==> config.mk <==
export PLATFORM = sky130hd
export DESIGN_NAME = mem_access_stage
export DESIGN_NICKNAME = d
export VERILOG_FILES = /design/src/rtl/mem_access_stage.sv
export SDC_FILE = /design/constraint.sdc
export NUM_CORES = 1
export LEC_CHECK = 0
export CAP_MARGIN = 20
export CORE_MARGIN = 8
export CORE_UTILIZATION = 38
export DETAILED_ROUTE_END_ITERATION = 12
export PLACE_DENSITY = 0.82
export SYNTH_ARGS = -nofsm -noshare
export SYNTH_HDL_FRONTEND = slang
export SYNTH_SLANG_ARGS = --single-unit
==> constraint.sdc <==
create_clock -name clk -period 2.7 [get_ports clk]
set_clock_uncertainty 0.15 [all_clocks]
set_input_delay 0.405 -clock clk [delete_from_list [all_inputs] [get_ports clk]]
set_output_delay 0.405 -clock clk [all_outputs]
set_load 0.02 [all_outputs]
==> src/rtl/mem_access_stage.sv <==
// MEM pipeline stage: aligns stores, extracts loads, runs the req/ack handshake
// with data memory (with timeout) and registers the MEM_WB writeback result.
module mem_access_stage #(
  parameter int TIMEOUT = 16
) (
  input  logic        clk,
  input  logic        Rst,
  input  logic        dbg,
  input  logic [4:0]  EX_MEM_rd,
  input  logic        EX_MEM_regwrite,
  input  logic        EX_MEM_memread,
  input  logic        EX_MEM_memwrite,
  input  logic [4:0]  EX_MEM_loadcntrl,
  input  logic [2:0]  EX_MEM_storecntrl,
  input  logic [31:0] EX_MEM_alures,
  input  logic [31:0] EX_MEM_mulres,
  input  logic [31:0] EX_MEM_divres,
  input  logic        EX_MEM_mul_ready,
  input  logic        EX_MEM_div_ready,
  input  logic [31:0] EX_MEM_dout_rs2,
  output logic        mem_req,
  output logic        mem_we,
  output logic [31:0] mem_addr,
  output logic [31:0] mem_wdata,
  output logic [3:0]  mem_be,
  input  logic        mem_ack,
  input  logic [31:0] mem_rdata,
  output logic        mem_hold,
  output logic [4:0]  MEM_WB_rd,
  output logic        MEM_WB_regwrite,
  output logic [31:0] WB_res,
  output logic        misalign,
  output logic        bus_err
);

  typedef enum logic {IDLE, WAIT} state_t;

  localparam logic [7:0] CNT_LAST = 8'(TIMEOUT - 1);

  state_t      state_reg;
  logic [7:0]  cnt_reg;

  logic        is_load, is_store, mem_op, misaligned, aligned_op;
  logic        in_wait, timeout_fire, wb_we;
  logic [1:0]  addr_lo;
  logic [7:0]  load_byte;
  logic [15:0] load_half;
  logic [31:0] load_data, wb_data;

  // A load wins when both read and write are (illegally) raised.
  assign is_load  = EX_MEM_memread;
  assign is_store = EX_MEM_memwrite & ~EX_MEM_memread;
  assign mem_op   = is_load | is_store;
  assign addr_lo  = EX_MEM_alures[1:0];

  assign misaligned =
      (is_load  & (((EX_MEM_loadcntrl[1] | EX_MEM_loadcntrl[4]) & addr_lo[0]) |
                   (EX_MEM_loadcntrl[2] & (addr_lo != 2'b00)))) |
      (is_store & ((EX_MEM_storecntrl[1] & addr_lo[0]) |
                   (EX_MEM_storecntrl[2] & (addr_lo != 2'b00))));
  assign aligned_op = mem_op & ~misaligned;

  assign in_wait      = (state_reg == WAIT);
  assign timeout_fire = in_wait & (cnt_reg == CNT_LAST) & ~mem_ack;
  assign mem_req      = Rst & (in_wait | aligned_op);
  assign mem_hold     = mem_req & ~mem_ack & ~timeout_fire;

  assign mem_we   = is_store;
  assign mem_addr = {EX_MEM_alures[31:2], 2'b00};

  always_comb begin
    mem_be    = 4'hF;
    mem_wdata = EX_MEM_dout_rs2;
    if (is_store && EX_MEM_storecntrl[0]) begin
      mem_be    = 4'b0001 << addr_lo;
      mem_wdata = {4{EX_MEM_dout_rs2[7:0]}};
    end else if (is_store && EX_MEM_storecntrl[1]) begin
      mem_be    = 4'b0011 << addr_lo;
      mem_wdata = {2{EX_MEM_dout_rs2[15:0]}};
    end
  end

  always_comb begin
    case (addr_lo)
      2'd0:    load_byte = mem_rdata[7:0];
      2'd1:    load_byte = mem_rdata[15:8];
      2'd2:    load_byte = mem_rdata[23:16];
      default: load_byte = mem_rdata[31:24];
    endcase
    load_half = addr_lo[1] ? mem_rdata[31:16] : mem_rdata[15:0];
    load_data = 32'h0;
    if (EX_MEM_loadcntrl[0])      load_data = {{24{load_byte[7]}}, load_byte};
    else if (EX_MEM_loadcntrl[3]) load_data = {24'h0, load_byte};
    else if (EX_MEM_loadcntrl[1]) load_data = {{16{load_half[15]}}, load_half};
    else if (EX_MEM_loadcntrl[4]) load_data = {16'h0, load_half};
    else if (EX_MEM_loadcntrl[2]) load_data = mem_rdata;
  end

  always_comb begin
    if (is_load)               wb_data = load_data;
    else if (is_store)         wb_data = EX_MEM_alures;
    else if (EX_MEM_mul_ready) wb_data = EX_MEM_mulres;
    else if (EX_MEM_div_ready) wb_data = EX_MEM_divres;
    else                       wb_data = EX_MEM_alures;
  end

  // Aborted or faulting accesses and stores retire without a register write.
  assign wb_we = EX_MEM_regwrite & ~is_store & ~misaligned & ~timeout_fire;

  always_ff @(posedge clk or negedge Rst) begin
    if (!Rst) begin
      state_reg       <= IDLE;
      cnt_reg         <= 8'd0;
      MEM_WB_rd       <= 5'd0;
      MEM_WB_regwrite <= 1'b0;
      WB_res          <= 32'h0;
      misalign        <= 1'b0;
      bus_err         <= 1'b0;
    end else if (!dbg) begin
      case (state_reg)
        IDLE: begin
          if (aligned_op && !mem_ack) begin
            state_reg <= WAIT;
            cnt_reg   <= 8'd1;
          end
        end
        default: begin
          if (mem_ack || timeout_fire) begin
            state_reg <= IDLE;
            cnt_reg   <= 8'd0;
          end else begin
            cnt_reg <= cnt_reg + 8'd1;
          end
        end
      endcase

      if (mem_hold) begin
        MEM_WB_regwrite <= 1'b0;
      end else begin
        MEM_WB_rd       <= EX_MEM_rd;
        MEM_WB_regwrite <= wb_we;
        WB_res          <= wb_data;
      end

      if (misaligned)   misalign <= 1'b1;
      if (timeout_fire) bus_err  <= 1'b1;
    end
  end

endmodule

-- Word-level counts from Yosys, hierarchy flattened
Cells that the tools add are included.
- bitwise logic cells: 29
- order comparisons: 0
- reduce and logical (&&, ||, !) cells: 12
- shift-type cells: 2
- equal/unequal tests: 3
- add/subtract/negate cells: 1
- divide/modulo/power cells: 0
- $mul: 0
- mux-type cells: 22
- operators with widths (operator ; count):
    32-bit two-way mux ; 11
    8-bit two-way mux ; 3
    8-bit one-hot mux with 3 select lines ; 1
    1-bit AND ; 16
    16-bit two-way mux ; 1
    8-bit by 1-bit adder with 8-bit output, second input constant ; 1
    8-bit by 4-bit equality test with 1-bit output, second input constant ; 1
    4-bit two-way mux ; 2
    2-bit AND reduction ; 4
    1-bit inverter ; 7
    1-bit OR ; 6
    1-bit two-way mux ; 4
    2-bit nonzero test ; 2
    1-bit by 2-bit left shift with 4-bit output, first input constant ; 1
    2-bit by 2-bit left shift with 4-bit output, first input constant ; 1
    1-bit logical AND ; 3
    2-bit by 1-bit equality test with 1-bit output, second input constant ; 1
    2-bit equality test, second input constant ; 1
    2-bit zero test ; 1
    1-bit zero test ; 1
    1-bit logical OR ; 1
- memory bits (writable): 0
- latch bits: 0
- bits in registers: 49
- memories: 0
- bits of input ports: 182
- logic and storage cells: 76
- bits in read-only memories: 0

-- Longest topological paths before layout
- depth after elaboration: 13
- mapped depth: 10
- depth with buffers taken out: 7

-- Worst setup path after synthesis
OpenSTA, ideal clock, no wires.
- path type: input to register
- start point: input EX_MEM_alures[0]
- end point: register WB_res[0]
- slack: 0.186 ns
- arrival: 2.239 ns
- stages on the path: 10
- buffers on the path: 3
- data required time: 2.425 ns
- cell sequence: inv_1 > ha_1 > buf_2 > nand2b_1 > nand3_1 > a2111oi_2 > a211o_1 > buf_4 > buf_6 > mux2_2
- longest elaborated chain between the ends: 13
- elaborated cells between the ends (all ways): 28
- classes of those cells: eq/ne: 2; mux: 7; bitwise: 16; reduce/logical: 3
- ends and longest elaborated chain (item ; line ; text):
    from (decl) ; 15 ; input logic [31:0] EX_MEM_alures,
    2-bit nonzero test ; 58, 60 ;
    1-bit AND (on tied branches) ; 58, 60 ;
    1-bit OR (on tied branches) ; 57, 59 ;
    1-bit AND (on tied branches) ; 57, 59 ;
    1-bit OR ; 58 ; (EX_MEM_loadcntrl[2] & (addr_lo != 2'b00)))) |
    1-bit inverter ; 61 ; assign aligned_op = mem_op & ~misaligned;
    1-bit AND ; 61 ;
    1-bit OR ; 65 ; assign mem_req = Rst & (in_wait | aligned_op);
    1-bit AND ; 65 ;
    1-bit AND (2 in a row) ; 66 ; assign mem_hold = mem_req & ~mem_ack & ~timeout_fire;
    1-bit inverter (no line) ; - ;
    2-bit AND reduction (no line) ; - ;
    to (signal assigned) ; 142 ; WB_res <= wb_data;
    to (decl) ; 31 ; output logic [31:0] WB_res,
Parallel ways exist; a longest one is shown, timed or not.
A chain may end at the register's enable or synchronous reset.

-- Worst setup path in the final report
- start point: input EX_MEM_memread
- end point: output mem_wdata[12]
- longest elaborated chain between the ends: 4
- ends and longest elaborated chain (item ; line ; text):
    from (decl) ; 11 ; input logic EX_MEM_memread,
    1-bit inverter ; 52 ; assign is_store = EX_MEM_memwrite & ~EX_MEM_memread;
    1-bit AND ; 52 ;
    1-bit logical AND ; 74 ; if (is_store && EX_MEM_storecntrl[0]) begin
    32-bit two-way mux ; 74 ;
    to (decl) ; 24 ; output logic [31:0] mem_wdata,
Every way passes these cells.

==> impl_metrics.csv <==
group,metric,value,unit
drt,vias_per_cell,5.532,
drt,wire_per_inst,22.18,um
drt,ant_nets,0,
drt,drt_iter0_drc,422,
drt,dr_total_vias,5593,
drt,drc,0,
critical_path,critPathKind,"in2out",
layout,largest_register_ffs,32,
layout,fin_nets,1024,
sta,slew_violations,0,
critical_path,r2r_cells,8,
clock_network,clk_latency,290,ps
yosys,synth_enable_flop_cells,0,
sta,setup-violations-final,0,
placement,portBuffers,290,
sta,worst_pin_slew,694.3,ps
power,vdd_drop_max,287.7,uV
sta,finalCriticalPeriod,2623,ps
sta,holdWs,169.5,ps
critical_path,critPathMaxFanout,16,
floorplan,die_x,128.2,um
yosys,synth_flop_cell,"dfrtp_1",
drt,firstDrtPassIters,7,
grt,grt_util_met1,29.77,%
power,power.internal,2.154,mW
layout,fillCellCount,1063,
power,pwr-share-seq,29.1,%
worst_hold_path,hold_path_class,"in2async",
yosys,seq_area_frac_synth,25.61,%
yosys,async_reset_ff_share,100.0,%
sta,period_share,97.14,%
yosys,netlist_area,0.004787,mm2
grt,grt.overflow.total,0,
grt,grt_pass1_vias,5732,
placement,place_hpwl,18.54,mm
clock_network,clkTransAtPathRegs,70,ps
power,pwr-share-comb,48.9,%
critical_path,cp_slowest_cell,"clkdlybuf4s50_1",
job,cap_viol_max_count,0,
grt,grt_pass1_wl,33.67,mm
outcome,outcome,"complete, no violations",
floorplan,rows,41,
yosys,yosysUniqueCellTypes,58,
power,power_leakage,3.430,nW
clock_network,h-tree-depth,2,
clock_network,cts_tree,"done",
critical_path,cp-start-kind,"input pin",
yosys,synth_seq_cells,49,
yosys,postSynthAreaPerCell,8.518,um2
layout,regArea,0.001226,mm2
layout,mostFrequentLayoutCells,"clkdlybuf4s50_1, buf_4, nor2_1",
sta,fin_tns_setup,0,ps
grt,groute.layer.met3.usage,8.403,%
grt,grt_start_max_net_pins,51,
placement,gp_congestion,0.9707,
yosys,syn_inst,562,
layout,flow.area_growth_from_synthesis,67.98,%
critical_path,critPathCaptureType,"output port",
critical_path,crit_family,"buffers and inverters",
yosys,ys_warn_count,0,
critical_path,regToRegEndpoint,"WB_res[20]",
floorplan,fp.dieH,128.2,um
grt,grt_util_all_layers,26.16,%
critical_path,cp_cell_sequence,"clkdlybuf4s50_1 -> inv_2 -> nand2_2 -> inv_2 -> and2_4 -> buf_12 -> mux2_2 -> dlygate4sd2_1",
floorplan,design.die.area,0.01645,mm2
layout,drive_gt1_share,18.62,%
critical_path,cpMostUsedCell,"inv_2",
grt,top_usage_layer,"met2",
power,netSwitchingPower,1.173,mW
sta,rsz0062_at_grt,"false",
clock_network,clock-sinks,49,
critical_path,critPathMaxStageDelay,440,ps
sta,hold_viol,0,
layout,layout_commonest_cell,"clkdlybuf4s50_1",
drt,drt-total-wl,22.42,mm
sta,max_freq,0.3813,GHz
floorplan,coreArea,0.01247,mm2
critical_path,crit_required,2140,ps
clock_network,clock_path_buffers,2,
power,switching_share,35.26,%
clock_network,postCtsHoldBufs,0,
critical_path,cp.arrival,2070,ps
grt,met2_usage,45.43,%
critical_path,crit_buf_inv,5,
layout,finalInstanceArea,0.008041,mm2
power,p_clk_share,22.0,%
sta,slew_headroom,53.22,%
grt,antenna_found_initial,5,
floorplan,ios,293,
critical_path,worstReg2RegStart,"cnt_reg[5]",
clock_network,cts_root_buf,"clkbuf_16",
clock_network,numCtsBuffers,5,
power,power_density,413.7,mW/mm2
critical_path,worst-r2r-setup-slack,260,ps
placement,place_area,0.007860,mm2
floorplan,initial_utilization,38.40,%
layout,multi_input_area,0.002969,mm2
critical_path,cp-startpoint,"EX_MEM_memread",
==> area by class of cell <==
cell class	instances	share of cell area (%)
timing repair buffer	346	41.11
multi-input combinational	395	36.92
sequential	49	15.25
tap	172	2.676
inverter	40	1.867
clock buffer	5	1.556
clock inverter	3	0.5913
antenna	1	0.03112
==> worst max-delay path by stage <==
stage               endpoint  slack [ps]  depth (start not counted)
3_5_place_dp        mem_hold        -520                          8
2_1_floorplan      WB_res[0]         190                         10
3_3_place_gp        mem_hold        -470                          8
4_1_cts             mem_hold         -20                          8
6_report       mem_wdata[12]          80                          8
5_1_grt        mem_wdata[26]         0.4                          9
==> cell usage after synthesis (7+ instances only) <==
master	instances	area share, %
a211o_1	13	2.4
a21oi_1	31	3.2
a222oi_1	7	1.5
a22oi_1	23	3.6
a31oi_1	9	1.2
buf_2	7	0.73
buf_4	42	6.6
clkbuf_1	22	1.7
dfrtp_1	49	26
inv_1	38	3.0
mux2_2	38	8.9
mux2i_1	27	5.6
nand2_1	14	1.1
nand2b_1	22	2.9
nand3_1	7	0.73
nor2_1	52	4.1
nor2b_1	12	1.6
o211ai_1	7	1.1
o21ai_0	24	2.5
o32ai_1	14	2.6
o32ai_2	10	3.4
or3b_2	16	2.9
==> per-layer routing <==
| layer | routed length (um) | part of all wire (%) |
|---|---|---|
| met5 | 41 | 0.18 |
| met4 | 579 | 2.6 |
| met3 | 2199 | 9.8 |
| met1 | 8452 | 38 |
| met2 | 11150 | 50 |
==> per-stage QoR <==
stage | instances | total power, mW | util [%] | setup WS, ps
finish | 1011 | 3.327 | 64.51 | 77.18
global route | 1011 | 3.492 | 64.51 | 0.4259
CTS | 1008 | 3.341 | 64.35 | -15.79
detailed placement | 1000 | 2.612 | 63.05 | -519.8
global placement | 1000 | 2.576 | 63.05 | -466.2
floorplan | 563 | 1.729 | - | 186.3
==> worst register-to-register path, delay by kind of cell, from the launching register on <==
kind,cells,cell delay (ps)
AO/OA/AOI/OAI,1,370
buffers and inverters,3,470
flip-flops,1,450
multiplexers,1,170
AND/OR/NAND/NOR,3,740
==> cells by family (layout without fill, tap and decap cells) <==
group	Yosys count	in the layout	share of synthesized area (%)
buf+inv	119	394	13.28
compound gates	174	174	27.71
simple gates	149	149	17.43
other cells	1	3	0.07834
fa+ha+maj	5	5	1.307
flops	49	49	25.61
mux	65	65	14.58
==> power groups by stage <==
stage | Sequential, mW | Combinational [mW] | Clock, mW
final | 0.968 | 1.63 | 0.733
after global routing | 0.986 | 1.73 | 0.779
after CTS | 0.967 | 1.62 | 0.753
after detailed placement | 0.978 | 1.63 | 0
after global placement | 0.969 | 1.61 | 0
after floorplan | 1.10 | 0.628 | 0
==> timing repair <==
item	CTS	global route
endpoints found under the setup margin	29	24
pin swaps	0	3
setup buffers	0	1
gates resized for setup	46	24
gates cloned	0	1
No activity file was read; power rests on OpenSTA's default activity.
